===== config.mk =====
export PLATFORM = sky130hd
export DESIGN_NAME = traffic_light_monitor
export DESIGN_NICKNAME = d
export VERILOG_FILES = /design/src/rtl/traffic_light_monitor.sv
export SDC_FILE = /design/constraint.sdc
export NUM_CORES = 1
export LEC_CHECK = 0
export CAP_MARGIN = 30
export CORE_MARGIN = 4
export CORE_UTILIZATION = 57
export DETAILED_ROUTE_END_ITERATION = 6
export HOLD_SLACK_MARGIN = 0.03
export PLACE_DENSITY = 0.92
export SETUP_SLACK_MARGIN = 0.4
export SLEW_MARGIN = 20
export SYNTH_ARGS = -nofsm -noshare
export SYNTH_HDL_FRONTEND = slang
export SYNTH_SLANG_ARGS = --single-unit

===== constraint.sdc =====
create_clock -name clk -period 7.91 [get_ports clk]
set_clock_uncertainty 0.15 [all_clocks]
set_input_delay 0.791 -clock clk [delete_from_list [all_inputs] [get_ports clk]]
set_output_delay 0.791 -clock clk [all_outputs]
set_load 0.005 [all_outputs]

===== src/rtl/traffic_light_monitor.sv =====
// Passive checker for the red/yellow/green lamp interface: one-hot, phase
// order RED->GREEN->YELLOW->RED and exact phase lengths.
// Ports: clk, reset (sync, active-high), red/yellow/green lamp inputs;
// cur_phase (00 none, 01 RED, 10 YELLOW, 11 GREEN), phase_len,
// err_onehot/err_order/err_short/err_long pulses, sticky fault and
// cycles_done (legal RED->GREEN count). All outputs registered.
// Optional macro TLC_MON_RECOVER_EN: FAULT relocks on a one-hot sample.
module traffic_light_monitor #(
  parameter int RED_CYCLES    = 5,
  parameter int GREEN_CYCLES  = 4,
  parameter int YELLOW_CYCLES = 2,
  parameter int CNT_W         = 8
) (
  input  logic             clk,
  input  logic             reset,
  input  logic             red,
  input  logic             yellow,
  input  logic             green,
  output logic [1:0]       cur_phase,
  output logic [CNT_W-1:0] phase_len,
  output logic             err_onehot,
  output logic             err_order,
  output logic             err_short,
  output logic             err_long,
  output logic             fault,
  output logic [CNT_W-1:0] cycles_done
);

  typedef enum logic [2:0] {
    SYNC,
    CHK_RED,
    CHK_GREEN,
    CHK_YELLOW,
    FAULT
  } state_t;

  localparam logic [CNT_W-1:0] RED_LEN = CNT_W'(RED_CYCLES);
  localparam logic [CNT_W-1:0] GRN_LEN = CNT_W'(GREEN_CYCLES);
  localparam logic [CNT_W-1:0] YEL_LEN = CNT_W'(YELLOW_CYCLES);
  localparam logic [CNT_W-1:0] ONE     = CNT_W'(1);
  localparam logic [CNT_W-1:0] MAX     = '1;

  state_t           state;
  logic             partial;

  logic             onehot;
  logic [1:0]       smp_phase;
  state_t           smp_state;
  logic [CNT_W-1:0] req;
  state_t           succ;

  // Decode the sampled lamps into a phase.
  always_comb begin
    onehot    = 1'b1;
    smp_phase = 2'b00;
    smp_state = SYNC;
    case ({red, yellow, green})
      3'b100: begin
        smp_phase = 2'b01;
        smp_state = CHK_RED;
      end
      3'b010: begin
        smp_phase = 2'b10;
        smp_state = CHK_YELLOW;
      end
      3'b001: begin
        smp_phase = 2'b11;
        smp_state = CHK_GREEN;
      end
      default: onehot = 1'b0;
    endcase
  end

  // Required length and legal successor of the phase being checked.
  always_comb begin
    req  = MAX;
    succ = SYNC;
    case (state)
      CHK_RED: begin
        req  = RED_LEN;
        succ = CHK_GREEN;
      end
      CHK_GREEN: begin
        req  = GRN_LEN;
        succ = CHK_YELLOW;
      end
      CHK_YELLOW: begin
        req  = YEL_LEN;
        succ = CHK_RED;
      end
      default: begin
        req  = MAX;
        succ = SYNC;
      end
    endcase
  end

  always_ff @(posedge clk) begin
    if (reset) begin
      state       <= SYNC;
      partial     <= 1'b0;
      cur_phase   <= 2'b00;
      phase_len   <= '0;
      err_onehot  <= 1'b0;
      err_order   <= 1'b0;
      err_short   <= 1'b0;
      err_long    <= 1'b0;
      fault       <= 1'b0;
      cycles_done <= '0;
    end else begin
      err_onehot <= 1'b0;
      err_order  <= 1'b0;
      err_short  <= 1'b0;
      err_long   <= 1'b0;
      case (state)
        SYNC: begin
          if (!onehot) begin
            err_onehot <= 1'b1;
            fault      <= 1'b1;
            cur_phase  <= 2'b00;
            state      <= FAULT;
          end else begin
            state     <= smp_state;
            cur_phase <= smp_phase;
            phase_len <= ONE;
            partial   <= 1'b1;
          end
        end
        FAULT: begin
          cur_phase <= 2'b00;
`ifdef TLC_MON_RECOVER_EN
          // Relock exactly like a fresh SYNC entry.
          if (onehot) begin
            state     <= smp_state;
            cur_phase <= smp_phase;
            phase_len <= ONE;
            partial   <= 1'b1;
          end
`endif
        end
        default: begin
          // Error priority: onehot > order > short; long is exclusive.
          if (!onehot) begin
            err_onehot <= 1'b1;
            fault      <= 1'b1;
            cur_phase  <= 2'b00;
            state      <= FAULT;
          end else if (smp_state == state) begin
            if (!partial && phase_len == req) begin
              err_long  <= 1'b1;
              fault     <= 1'b1;
              cur_phase <= 2'b00;
              state     <= FAULT;
            end else if (phase_len != MAX) begin
              phase_len <= phase_len + ONE;
            end
          end else if (smp_state != succ) begin
            err_order <= 1'b1;
            fault     <= 1'b1;
            cur_phase <= 2'b00;
            state     <= FAULT;
          end else if (!partial && phase_len < req) begin
            err_short <= 1'b1;
            fault     <= 1'b1;
            cur_phase <= 2'b00;
            state     <= FAULT;
          end else begin
            state     <= smp_state;
            cur_phase <= smp_phase;
            phase_len <= ONE;
            partial   <= 1'b0;
            if (state == CHK_RED)
              cycles_done <= cycles_done + ONE;
          end
        end
      endcase
    end
  end

endmodule


Word-level counts from Yosys, hierarchy flattened
Cells that the tools add are included.
{"block": "word_totals", "ff_bits": 27, "input_bits": 5, "output_inout_bits": 23, "wordCells": 101}
{"block": "op_classes", "n_addsub": 2, "order_cmp": 1, "eq_ne": 23, "muxes": 44, "bitwise": 6, "n_reduce_logical": 15}
{"operator": "$mux W8", "count": 7}
{"operator": "$pmux W8 S3", "count": 1}
{"operator": "$mux W3", "count": 6}
{"operator": "$pmux W2 S3", "count": 3}
{"operator": "$add A8 B1 Y8 const B", "count": 2}
{"operator": "$mux W1", "count": 16}
{"operator": "$pmux W8 S2", "count": 1}
{"operator": "$mux W2", "count": 6}
{"operator": "$ne A3 B2 Y1 const B", "count": 4}
{"operator": "$reduce_and A6 Y1", "count": 2}
{"operator": "$reduce_or A5 Y1", "count": 2}
{"operator": "$eq A3 B2 Y1 const B", "count": 3}
{"operator": "$eq A8 B8 Y1", "count": 1}
{"operator": "$lt A8 B8 Y1", "count": 1}
{"operator": "$ne A8 B8 Y1 const B", "count": 1}
{"operator": "$eq A3 B1 Y1 const B", "count": 2}
{"operator": "$eq A3 B3 Y1 const B", "count": 2}
{"operator": "$ne A2 B1 Y1 const B", "count": 3}
{"operator": "$not A1 Y1", "count": 6}
{"operator": "$pmux W3 S2", "count": 1}
{"operator": "$reduce_or A6 Y1", "count": 1}
{"operator": "$ne A5 B2 Y1 const B", "count": 1}
{"operator": "$reduce_and A5 Y1", "count": 1}
{"operator": "$ne A4 B1 Y1 const B", "count": 1}
{"operator": "other kinds (14)", "count": 17}

Longest topological paths before layout
{"block": "depth", "word_depth": 9, "depth_mapped": 11, "depth_no_buf": 10}

Worst setup path after synthesis
Ideal clock, no wire load.
{"block": "synth_path", "path_type": "reg2reg", "start": "register state[1]", "end": "register state[0]", "setup_time_ns": 0.060, "t_arrival_ns": 2.456, "required_time_ns": 7.700, "setup_slack_ns": 5.243, "path_stages_with_launch": 12, "n_path_buf": 1, "synth_period_minus_slack_ns": 2.667, "cell_sequence": "dfxtp_1 buf_2 xnor2_1 nor2_1 ha_1 nor2b_1 o211ai_1 a21oi_1 o21ai_4 or3_1 a21oi_2 a32o_1"}
{"block": "synth_between", "elab_chain_cells": 9, "word_cells_on_any_way": 21, "classes_between": "order compare: 1; eq/ne: 8; mux: 7; bitwise: 1; reduce/logical: 4"}
{"element": "start, declared", "line_no": "43", "text": "state_t state;"}
{"element": "start signal, assigned", "line_no": "123", "text": "state <= smp_state;"}
{"element": "start signal, assigned", "line_no": "168", "text": "state <= smp_state;"}
{"element": "$eq A3 B2 Y1 / $eq A3 B1 Y1 (equally long branches)", "line_no": "78", "text": "case (state)"}
{"element": "$pmux W8 S3", "line_no": "78"}
{"element": "$lt A8 B8 Y1", "line_no": "162", "text": "end else if (!partial && phase_len < req) begin"}
{"element": "$logic_and A1 B1 Y1", "line_no": "162"}
{"element": "$mux W3", "line_no": "162"}
{"element": "$mux W3", "line_no": "157", "text": "end else if (smp_state != succ) begin"}
{"element": "$mux W3", "line_no": "148", "text": "end else if (smp_state == state) begin"}
{"element": "$mux W3", "line_no": "143", "text": "if (!onehot) begin"}
{"element": "$pmux W3 S2", "line_no": "115", "text": "case (state)"}
Several ways; a longest one is shown, not always the timed one.
A chain may end at the register's enable or synchronous reset.

Worst setup path in the final report
{"block": "layout_path", "start": "input yellow", "end": "register cycles_done[3]"}
{"block": "layout_between", "elab_chain_cells": 5, "word_cells_on_any_way": 11, "classes_between": "eq/ne: 5; mux: 2; bitwise: 2; reduce/logical: 2"}
{"element": "start, declared", "line_no": "17", "text": "input logic yellow,"}
{"element": "$eq A3 B1 Y1 (tied with other cells)", "line_no": "57", "text": "case ({red, yellow, green})"}
{"element": "$pmux W2 S3", "line_no": "57"}
{"element": "$ne A3 B3 Y1 / $eq A3 B3 Y1 (equally long branches)", "line_no": "157, 148"}
{"element": "$not A1 Y1 (no source line)"}
{"element": "$reduce_and A6 Y1 (no source line) *"}
{"element": "end signal, assigned", "line_no": "173", "text": "cycles_done <= cycles_done + ONE;"}
{"element": "end, declared", "line_no": "26", "text": "output logic [CNT_W-1:0] cycles_done"}
Mark *: on every way between the ends. The rest lies on a longest branch, timed or not.

==> reports/metrics.csv <==
stage,metric,value,unit
placed_design,gp_congestion,0.872,
finish,drive_gt1_share,7.17,%
critical_path,worst_ep_arrival_time,3.33,ns
finish,mostFrequentLayoutCells,"dfxtp_1 (27), clkdlybuf4s50_1 (27), nor2_1 (25)",
floorplan,fp.dieH,63.1,um
global_route,gr-total-overflow,0,
hold_path,hold_depth,1,
cts,cts_hold_buf,0,
synthesis,synthMuxAreaShare,1.16,%
critical_path,worstSetupStartpointType,input pin,
synthesis,syn_inst,201,
cts,cts-resized-gates,0,
timing,tns,0,ns
timing,max_slew_margin,56.5,%
global_route,grt_max_degree,19,
drt,drt_iter0_markers,67,
synthesis,synthesis.area,0.00173,sq mm
synthesis,synth_fp_nets,216,
timing,fin_crit_sh,40.9,%
drt,drc,0,
finish,stdcell_count,254,
synthesis,synth_top_area_share,31.3,%
placed_design,port_buffers,27,
global_route,met3_usage,3.91,%
cts,clk_pin_slew_worst_paths,0.13,ns
synthesis,async_reset_ff_share,0,%
finish,ff_latch_area,541,sq um
synthesis,ys_types,53,
synthesis,synthXorXnorAreaFrac,7.10,%
floorplan,initial_core_util,61.1,%
synthesis,syn_avg_cell_area,8.60,sq um
floorplan,io_pins,28,
floorplan,row_count,19,
timing,finalMaxSlewViolations,0,
cts,worstSkewPairLatency,0.33,ns
finish,diodes,0,
drt,wl_per_cell,15.2,um
drt,antenna_left,0,
cts,ctsRootBufferMaster,clkbuf_4,
global_route,grt_first_pass_wirelength,6.59,mm
critical_path,end_kind,register,
floorplan,core_area,0.00283,sq mm
placed_design,place_area,0.00200,sq mm
synthesis,synth-simple-area-share,27.4,%
global_route,grt_pass1_vias,1444,
floorplan,die_w,63.1,um
timing,whs,0.347,ns
drt,vias_per_cell,6.22,
critical_path,crit_type,in2reg,
power,power_density,125,mW/mm^2
hold_path,hold_path.class,reg2reg,
run,drv_cap,0,
timing,rsz0062_at_grt,no,
placed_design,place_inst,250,
critical_path,crit_required,8.01,ns
placed_design,dpl.hpwl,2.94,mm
timing,fmax,309,MHz
finish,area_growth,17.1,%
finish,fin_area,0.00202,sq mm
synthesis,synth_top_family_by_area,simple AND/OR/NAND/NOR gates,
critical_path,worst-path-max-fanout,14,
synthesis,synth-adder-area-share,7.82,%
drt,routed_wl,3.85,mm
floorplan,fp.dieArea,0.00398,sq mm
finish,fillerInstances,216,
drt,vias,1579,
timing,hold_violations,0,
global_route,gr-usage-met2,32.5,%
cts,cts_tree,yes,
cts,cts.sinks,27,
power,peakVddDrop,0.000111,V
cts,post_cts_buffers,0,
cts,cts_htree_levels,1,
synthesis,yosysWarnings,0,
finish,fin_nets,239,
synthesis,synth_compound_area_share,20.8,%
power,p_leak,0.741,nW
outcome,status,"complete, no violations",
synthesis,yosys.area.top_type,dfxtp_1,
global_route,met1_usage,26.8,%
synthesis,ys.flop_type,dfxtp_1,
timing,fin_crit,3.23,ns
drt,first_pass_iters,4,
global_route,grtUsageTotal,20.1,%
synthesis,synth_area_leaders,"dfxtp_1 (31%), ha_1 (7.2%), xnor2_1 (5.6%)",
timing,worst_pin_slew,0.651,ns
global_route,antenna_found_initial,0,
critical_path,r2r_cells,9,
global_route,top_usage_layer,met2,
finish,multi_input_area,0.00111,sq mm
synthesis,ys_seq_elements,27,
cts,cts_buffers,3,
synthesis,ys_seq_area_share,31.3,%
timing,setup_viol,0,
cts,cts_max_path_buffers,2,
synthesis,synth_edf_count,0,
## registers in the layout (all words and copies together), names as in the netlist
register     flops
err_order        1
fault            1
state            3
err_short        1
phase_len        8
err_onehot       1
partial          1
cycles_done      8
err_long         1
cur_phase        2
## metal layers
layer | part of all wire [%] | wire (um)
met1 | 45 | 1720
met2 | 47 | 1800
met3 | 6.0 | 230
met4 | 2.5 | 95
met5 | 0 | 0
## critical path, cell delays in order
cell	delay (ns)
clkdlybuf4s50_1	0.80
xor2_1	0.21
a21o_1	0.31
nor3b_1	0.28
o2111ai_2	0.33
or3_1	0.44
a21oi_1	0.15
## final timing paths
kind | from | endpoint | slack, ns
setup / recovery | yellow | cycles_done[3] | 4.68
hold / removal | cur_phase[1] | cur_phase[1] | 0.35
setup reg to reg | state[1] | cycles_done[3] | 4.81
hold reg to reg | cur_phase[1] | cur_phase[1] | 0.35
## where the power goes
part / switching [mW] / internal, mW
combinational: 0.0267 / 0.0219
sequential: 0.00665 / 0.140
clock: 0.0382 / 0.0198
total: 0.0716 / 0.182
## stage by stage
| stage | util [%] | power, mW | worst slack, ns |
|---|---|---|---|
| after floorplan | - | 0.183 | 5.24 |
| after global placement | 70.6 | 0.196 | 4.45 |
| final | 71.5 | 0.253 | 4.68 |
| after detailed placement | 70.6 | 0.198 | 4.34 |
| after global routing | 71.5 | 0.266 | 4.50 |
| after CTS | 71.5 | 0.254 | 4.69 |
## final cells by class
cell class	count	share of cell area, %
clock buffers	4	1.30
multi-input cells	155	54.9
flip-flops and latches	27	26.7
well taps	31	1.92
repair buffers	27	13.4
inverters	10	1.86
## synthesized netlist by cell type (all sizes together) (5+ instances only)
library cell / instances
buf: 5
nor2: 25
ha: 10
nand2: 6
nor3b: 5
nor3: 7
nand3: 9
a21oi: 15
and3: 5
xnor2: 11
dfxtp: 27
inv: 10
## cell families after synthesis
| kind of cell | Yosys count |
|---|---|
| compound gates | 44 |
| xor+xnor | 14 |
| flops | 27 |
| simple gates | 84 |
| mux | 2 |
| buf+inv | 19 |
| fa+ha+maj | 11 |
Power figures use the tool's default switching activity.
